File: src/rtl/phase_gen.sv
// phase_gen: multicycle sequencer emitting one-hot f/d/e/m/w phases with fetch and data-memory waits.
// Define PHASE_GEN_STEP_EN to add step_mode/step ports and a PAUSE state after each W.
module phase_gen #(
  parameter int TIMEOUT = 255,
  parameter int TO_W    = 8
) (
  input  logic        clk,
  input  logic        n_rst,
  input  logic        run,
  input  logic        halt_req,
  input  logic        mem_op,
  input  logic        mem_ack,
`ifdef PHASE_GEN_STEP_EN
  input  logic        step_mode,
  input  logic        step,
`endif
  output logic        mem_req,
  output logic [4:0]  phase,
  output logic        busy,
  output logic        err,
  output logic [31:0] instr_cnt
);

`ifdef PHASE_GEN_STEP_EN
  typedef enum logic [3:0] {
    S_IDLE, S_FREQ, S_F, S_D, S_E, S_MREQ, S_M, S_W, S_HALT, S_ERR, S_PAUSE
  } state_t;
`else
  typedef enum logic [3:0] {
    S_IDLE, S_FREQ, S_F, S_D, S_E, S_MREQ, S_M, S_W, S_HALT, S_ERR
  } state_t;
`endif

  state_t          state, nxt;
  logic [TO_W-1:0] wcnt;
  logic            hpend;
  logic            to_hit;

  assign to_hit = (wcnt == TO_W'(TIMEOUT));

  function automatic logic is_busy(input state_t s);
    return !(s inside {S_IDLE, S_HALT, S_ERR});
  endfunction

  function automatic logic [4:0] phase_of(input state_t s);
    case (s)
      S_F:     return 5'b00001;
      S_D:     return 5'b00010;
      S_E:     return 5'b00100;
      S_M:     return 5'b01000;
      S_W:     return 5'b10000;
      default: return 5'b00000;
    endcase
  endfunction

  // ack wins over timeout, so an ack in the last allowed wait cycle is still accepted
  always_comb begin
    nxt = state;
    case (state)
      S_IDLE: if (run) nxt = S_FREQ;
      S_FREQ: begin
        if (mem_ack)     nxt = S_F;
        else if (to_hit) nxt = S_ERR;
      end
      S_F:    nxt = S_D;
      S_D:    nxt = S_E;
      S_E:    nxt = mem_op ? S_MREQ : S_M;
      S_MREQ: begin
        if (mem_ack)     nxt = S_M;
        else if (to_hit) nxt = S_ERR;
      end
      S_M:    nxt = S_W;
      S_W: begin
        if (hpend || halt_req) nxt = S_HALT;
`ifdef PHASE_GEN_STEP_EN
        else if (step_mode)    nxt = S_PAUSE;
`endif
        else                   nxt = S_FREQ;
      end
      S_HALT: if (run && !halt_req) nxt = S_FREQ;
      S_ERR:  nxt = S_ERR;
`ifdef PHASE_GEN_STEP_EN
      S_PAUSE: if (step) nxt = S_FREQ;
`endif
      default: nxt = S_IDLE;
    endcase
  end

  // outputs are registered from the next state so they line up with the state register
  always_ff @(posedge clk or negedge n_rst) begin
    if (!n_rst) begin
      state     <= S_IDLE;
      phase     <= '0;
      mem_req   <= 1'b0;
      busy      <= 1'b0;
      err       <= 1'b0;
      instr_cnt <= '0;
      hpend     <= 1'b0;
      wcnt      <= '0;
    end else begin
      state   <= nxt;
      phase   <= phase_of(nxt);
      mem_req <= (nxt == S_FREQ) || (nxt == S_MREQ);
      busy    <= is_busy(nxt);
      if (nxt == S_ERR) err <= 1'b1;
      if (state == S_W) instr_cnt <= instr_cnt + 32'd1;
      if (nxt == S_HALT)                  hpend <= 1'b0;
      else if (is_busy(state) && halt_req) hpend <= 1'b1;
      if (nxt != state)                                wcnt <= '0;
      else if (state == S_FREQ || state == S_MREQ)     wcnt <= wcnt + 1'b1;
    end
  end

endmodule

File: config.mk
export PLATFORM = sky130hd
export DESIGN_NAME = phase_gen
export DESIGN_NICKNAME = d
export VERILOG_FILES = /design/src/rtl/phase_gen.sv
export SDC_FILE = /design/constraint.sdc
export NUM_CORES = 1
export LEC_CHECK = 0
export ABC_AREA = 1
export CAP_MARGIN = 25
export CORE_MARGIN = 2
export CORE_UTILIZATION = 40
export CTS_CLUSTER_SIZE = 40
export DETAILED_ROUTE_END_ITERATION = 10
export PLACE_DENSITY_LB_ADDON = 0.2
export SKIP_LAST_GASP = 1
export SLEW_MARGIN = 20
export SYNTH_ARGS = -nofsm -noshare
export SYNTH_HDL_FRONTEND = slang
export SYNTH_SLANG_ARGS = --single-unit
File: constraint.sdc
create_clock -name clk -period 3 [get_ports clk]
set_input_delay 0.3 -clock clk [delete_from_list [all_inputs] [get_ports clk]]
set_output_delay 0.3 -clock clk [all_outputs]
set_load 0.1 [all_outputs]
==> key figures, run 1 <==
Run status
  • Status: finished, final reports clean

Routing
  • Wire per inst: 12.42 µm
  • Vias post-DR: between 2000 and 3000
  • Routed WL: 6.630 mm
  • Via density: between 4 and 5
  • Initial DRC Count: around 140
  • Antenna Nets Post-Route: 0
  • DRC: 0
  • Initial DRT Pass Iterations: 5

CTS
  • TritonCTS buffer count: 5
  • Clock Sinks: 53
  • Post-CTS sizing: 0
  • Worst-Skew Late Latency: approximately 300 ps
  • Worst-path clk slew: about 90 ps
  • Root buf cell: clkbuf_8
  • H-tree levels: 2
  • TritonCTS clock tree: yes
  • CTS Buffer Depth: 2
  • Post-CTS setup buffer count: 0
  • Hold_buf cts: 0

Logic synthesis
  • Post-synth top area share: 0.4426
  • Syn Inst Count: between 300 and 400
  • Synth unique cells: 34
  • Ys async rst share: 1.000
  • Synthesized flop and latch total: 53
  • Leading area contributor after synthesis: dfrtp_1
  • Ranking of synthesized cells by area: dfrtp_1 44%, nand2_1 15%, nor2_1 6.5%
  • Top FF cell, synth: dfrtp_1
  • Seq/Total Area, Yosys: 0.4426
  • Synthesized Nets: a little under 400
  • EDFF count, synth: 0
  • Synth Cell Area: between 2000 and 3000 µm²
  • Synthesized area per cell: just under 8 µm²
  • Ys Warns: 0

STA
  • Hold Vio Cnt, Final: 0
  • Setup violations, final: 0
  • Hold_ws: around 16 ps
  • Final Slew Violations: 0
  • Fin crit share: 0.6897
  • Skew final: ~6.7 ps
  • Top achievable clock speed: between 400 and 500 MHz
  • Minimum clock period: around 2100 ps
  • Relative slew slack: 0.3443
  • Unrepaired setup endpoints after global routing: no
  • Slew of the pin with the lowest slew margin: 980.5 ps
  • Final setup TNS: 0 ps

Worst setup path
  • Req. time, crit path: 2700 ps
  • Slowest CP cell: clkdlybuf4s50_1
  • Buf/Inv on CP: 1
  • Max stage delay on crit path: approximately 1100 ps
  • Family with the most delay on the worst path: buffers and inverters
  • Critical path arrival: about 1800 ps
  • Worst-path maximum fanout: 1
  • Worst-path cell chain: clkdlybuf4s50_1
  • Crit. End Element: primary output
  • CP Class: reg -> out
  • Type of origin of the critical path: register

Place
  • Placer congestion estimate: around 0.87
  • PortBufs: between 40 and 50
  • Placed inst area: roughly 3500 µm²
  • Placed cell count: approximately 530
  • Hpwl dp: 5.072 mm

Pwr
  • PwrDens: around 680 nW/µm²
  • Pleak: roughly 0.0018 µW
  • Sw Share: 0.4912
  • Comb power frac: 0.464
  • Peak supply drop: around 0.42 mV
  • Sw Pwr: 1187 µW
  • Clk pwr share: 0.168
  • Register share of total power: 0.368
  • Internal power: approximately 1200 µW

Flow run
  • Maxcap violations: 0

GRT
  • Largest net degree at the start of global routing: 31
  • Overflow left after global routing: 0
  • First-pass GRT wire length: roughly 12 mm
  • Global Route Usage Sum: 0.1740
  • Antenna violations before repair: 0
  • Vias in the first global route: around 2600

Floorplanning
  • IO Pins: between 40 and 50
  • Site row count: 31
  • Die W: approximately 90 µm
  • Initial Util: 0.4131
  • Core area: slightly above 7000 µm²
  • Die Span Y: around 91 µm
  • Die area: between 8000 and 9000 µm²

Finish
  • Layout cell share with drive strength beyond 1: 0.1586
  • Post-layout util: 0.4913
  • Finished Layout Cells: between 500 and 600
  • Design Area, Final: 3563 µm²
  • Diodes inserted: 0
  • Synth-to-Final Area Change: 18.91%
  • Final #Nets: approximately 440

Hold path
  • Worst hold-check path type: in -> async
==> layer usage <==
layer  global-route usage  vias to the layer above  share of wire
met2               0.2923                       91           0.47
met1               0.2203                     1216           0.44
li1                     -                     1309              -
met5                    0                        -              0
met4              0.06795                        0          0.024
met3              0.03422                       14          0.059
==> final timing paths <==
kind | start | slack (ps) | to | depth (start not counted)
hold / removal | n_rst | 20 | instr_cnt[12] | 1
max in group asynchronous | n_rst | 2220 | wcnt[4] | 2
setup / recovery | phase[0] | 930 | phase[0] | 1
setup reg to reg | state[3] | 1080 | instr_cnt[21] | 10
hold reg to reg | err | 480 | err | 2
min in group clk | err | 480 | err | 2
==> cell usage after synthesis (2+ instances only) <==
cell	count
dfrtp_1	53
inv_1	39
nor2_1	52
nand3b_1	6
nor3_2	4
nand3_2	4
nor3_1	11
nor4_1	2
nor2_2	2
nand2_1	120
o21ai_0	7
xor2_1	18
nand4_1	6
a21oi_1	5
nor2_4	4
ha_1	2
xnor2_1	11
nand2_2	4
inv_2	3
nand3_1	17
==> through the flow <==
| step | setup WS (ps) | power [µW] |
|---|---|---|
| 6_report | 930.8 | 2417 |
| 5_1_grt | 881.7 | 2572 |
| 4_1_cts | 914.8 | 2433 |
| 3_5_place_dp | 1094 | 2017 |
| 3_3_place_gp | 1134 | 2023 |
| 2_1_floorplan | 746.5 | 1761 |
==> cells in the final DEF (no fill, tap or decap), drive strengths merged <==
cell type / count
nand2: 125
a21boi: 2
clkinv: 1
inv: 42
and3: 1
xor2: 18
mux2i: 1
nand3b: 7
a21oi: 5
nand4: 6
or2: 1
nor3b: 1
dfrtp: 53
o21ai: 8
xnor2: 11
nor3: 16
ha: 2
nor2: 59
buf: 37
nor4: 2
clkbuf: 7
clkdlybuf4s50: 9
nand3: 21
==> area by class of cell <==
cell class	instances	area, µm²
Fill cell	735	3690
Timing Repair Buffer	46	365.4
Sequential cell	53	1326
Clock buffer	7	86.33
Tap cell	99	123.9
Inverter	43	161.4
Multi-Input combinational cell	286	1500
==> power by group through the flow <==
| stage | clock [µW] | combinational [µW] | sequential, µW |
|---|---|---|---|
| global route | 458 | 1210 | 899 |
| CTS | 424 | 1120 | 886 |
| detailed placement | 0 | 1120 | 899 |
| floorplan | 0 | 490 | 1270 |
| global placement | 0 | 1120 | 903 |
| finish | 407 | 1120 | 888 |
==> cells by family after synthesis <==
logic type	after synthesis	synth area share
AO/OA/AOI/OAI	15	0.02672
XOR/XNOR	29	0.08476
adder cells (fa/ha/maj)	2	0.008349
buffers and inverters	45	0.05678
flip-flops	53	0.4426
multiplexers	1	0.003340
AND/OR/NAND/NOR	239	0.3775
==> state kept, by name (all words and copies together) (netlist names) <==
name and cells:
err 1, wcnt 8, phase 5, instr_cnt 32, busy 1, state 4, mem_req 1, hpend 1
(Power assumes the default switching activity.)
==> run 2, diff against run 1 <==
Clock period 3 ns to 1.8 ns, I/O delays scaled along.
==> key figures, run 2 (synthesized netlist as in run 1, its figures left out) <==
Place
  • Placed cell count: 531 (+0.76%)
  • Placed inst area: 3571 µm² (+2.7%)
  • PortBufs: 45 (unchanged)
  • Placer congestion estimate: 0.9391 (+7.7%)
  • Hpwl dp: 5.493 mm (+8.3%)

STA
  • Setup violations, final: 0 (unchanged)
  • Fin crit share: 0.9345
  • Relative slew slack: 0.6340 (+0.2897)
  • Top achievable clock speed: about 600 MHz
  • Slew of the pin with the lowest slew margin: 548.9 ps (-431.5 ps)
  • Hold Vio Cnt, Final: 0 (unchanged)
  • Hold_ws: 379.7 ps (+364.0 ps)
  • Skew final: 12.73 ps (+6.053 ps)
  • Final Slew Violations: 0 (unchanged)
  • Minimum clock period: roughly 1700 ps
  • Unrepaired setup endpoints after global routing: yes

Floorplanning
  • Die Span Y: 90.56 µm (unchanged)
  • Site row count: 31 (unchanged)
  • Core area: 7253 µm² (unchanged)
  • Initial Util: 0.4131 (unchanged)
  • Die W: 90.56 µm (unchanged)
  • Die area: 8200 µm² (unchanged)
  • IO Pins: 46 (unchanged)

GRT
  • First-pass GRT wire length: 11.92 mm (+1.7%)
  • Vias in the first global route: 2594 (-0.19%)
  • Overflow left after global routing: 0 (unchanged)
  • Antenna violations before repair: 0 (unchanged)
  • Global Route Usage Sum: 0.1768 (+0.002774)
  • Largest net degree at the start of global routing: 33 (+6.5%)

Finish
  • Finished Layout Cells: 544 (+1.9%)
  • Design Area, Final: 3727 µm² (+4.6%)
  • Most frequent cells in the layout: 119 x nand2_1, 49 x nor2_1, 47 x buf_4
  • Max FFs per register: 32 (unchanged)
  • Diodes inserted: 0 (unchanged)
  • Most common cell after layout, fill and taps aside: nand2_1
  • Layout cell share with drive strength beyond 1: 0.2697 (+0.1110)
  • Final #Nets: 452 (+2.0%)
  • Synth-to-Final Area Change: 24.38%
  • Reg with most FFs: instr_cnt
  • Biggest regs: instr_cnt x32, wcnt x8, phase x5

Worst setup path
  • Req. time, crit path: 2030 ps (-670 ps)
  • R2R Setup Slk: 120 ps (-960 ps)
  • Type of origin of the critical path: register
  • CP Class: reg -> reg
  • Worst-path maximum fanout: 8 (+7)
  • Crit. End Element: register
  • Critical path arrival: 1910 ps (+140 ps)

CTS
  • H-tree levels: 2 (unchanged)
  • CTS Buffer Depth: 2 (unchanged)
  • Worst-Skew Late Latency: 310 ps (about the same)
  • Root buf cell: clkbuf_8
  • TritonCTS clock tree: yes
  • TritonCTS buffer count: 5 (unchanged)
  • Worst-path clk slew: 100 ps (about the same)
  • Clock Sinks: 53 (unchanged)

Pwr
  • Peak supply drop: 0.7778 mV (+87%)
  • Pleak: 0.001798 µW (+1.1%)
  • PwrDens: 1119 nW/µm² (+65%)

Routing
  • Antenna Nets Post-Route: 0 (unchanged)
  • Via density: 4.809 (-2.4%)
  • Vias post-DR: 2616 (-0.53%)
  • Met3 wire len: 234 µm (-40%)
  • Routed WL: 6.985 mm (+5.4%)
  • Metal-1 WL: 3.149 mm (+6.9%)
  • DR WL met2: 3.415 mm (+8.9%)
  • DRC: 0 (unchanged)
  • Top routing layer used: met4
  • Wire per inst: 12.84 µm (+3.4%)
  • Initial DRC Count: 106 (-26%)
  • Initial DRT Pass Iterations: 4 (-1)

Hold path
  • Worst hold-check path type: in -> async

Run status
  • Status: finished, final reports clean

Flow run
  • Maxcap violations: 0 (unchanged)
run 2: cell count changes in the layout (fill, tap and decap cells not counted), sizes merged:
cell,change
clkinvlp,+1
clkdlybuf4s50,-5
dlygate4sd3,+1
buf,+13
run 2: per-stage QoR:
stage          setup WS [ps]  total power, µW  setup TNS (ps)    util
2_1_floorplan          14.25             2962               0       -
3_3_place_gp           45.49             3404               0  0.4923
3_5_place_dp           16.08             3421               0  0.4923
4_1_cts                16.18             4097               0  0.5054
5_1_grt               -24.96             4405          -26.68  0.5139
6_report               117.9             4171               0  0.5139
run 2: per-layer routing:
layer | vias up | track usage
met4 | 0 | 0.05897
met5 | - | 0
met3 | 14 | 0.02671
li1 | 1323 | -
met1 | 1220 | 0.2289
met2 | 59 | 0.3022
run 2: power breakdown:
| group | switching, µW | leakage (µW) | internal, µW |
|---|---|---|---|
| Sequential | 145 | 0.000662 | 1370 |
| Clock | 399 | 0.0000385 | 277 |
| Combinational | 1500 | 0.00110 | 481 |
run 2: layout make-up:
type	count	area [µm²]
Fill cell	721	3526
Sequential cell	53	1380
Inverter	43	161.4
Multi-Input combinational cell	286	1530
Tap cell	99	123.9
Clock inverter	1	7.507
Timing Repair Buffer	55	447.9
Clock buffer	7	76.32
run 2: critical path, cell delays in order, from the launching register on:
cell,delay (ps)
dfrtp_2,470
buf_4,160
nand3_1,140
nand2_1,90
nor2_2,160
nand3_2,140
nand2_1,130
nand3_4,150
nor3_1,170
run 2: what timing repair did:
item | in CTS | in global routing
hold endpoints to repair | 21 | 0
setup buffers | 0 | 4
hold buffers | 1 | 0
endpoints found under the setup margin | 2 | 12
pin swaps | 0 | 2
resized for setup | 1 | 10
run 2: final timing paths:
| check | from | to | depth (start not counted) |
|---|---|---|---|
| max in group asynchronous | n_rst | instr_cnt[20] | 3 |
| min reg2reg | err | err | 2 |
| min in group clk | err | err | 2 |
| max reg2reg | state[1] | wcnt[3] | 8 |
| max | state[1] | wcnt[3] | 8 |
| min | n_rst | instr_cnt[12] | 2 |
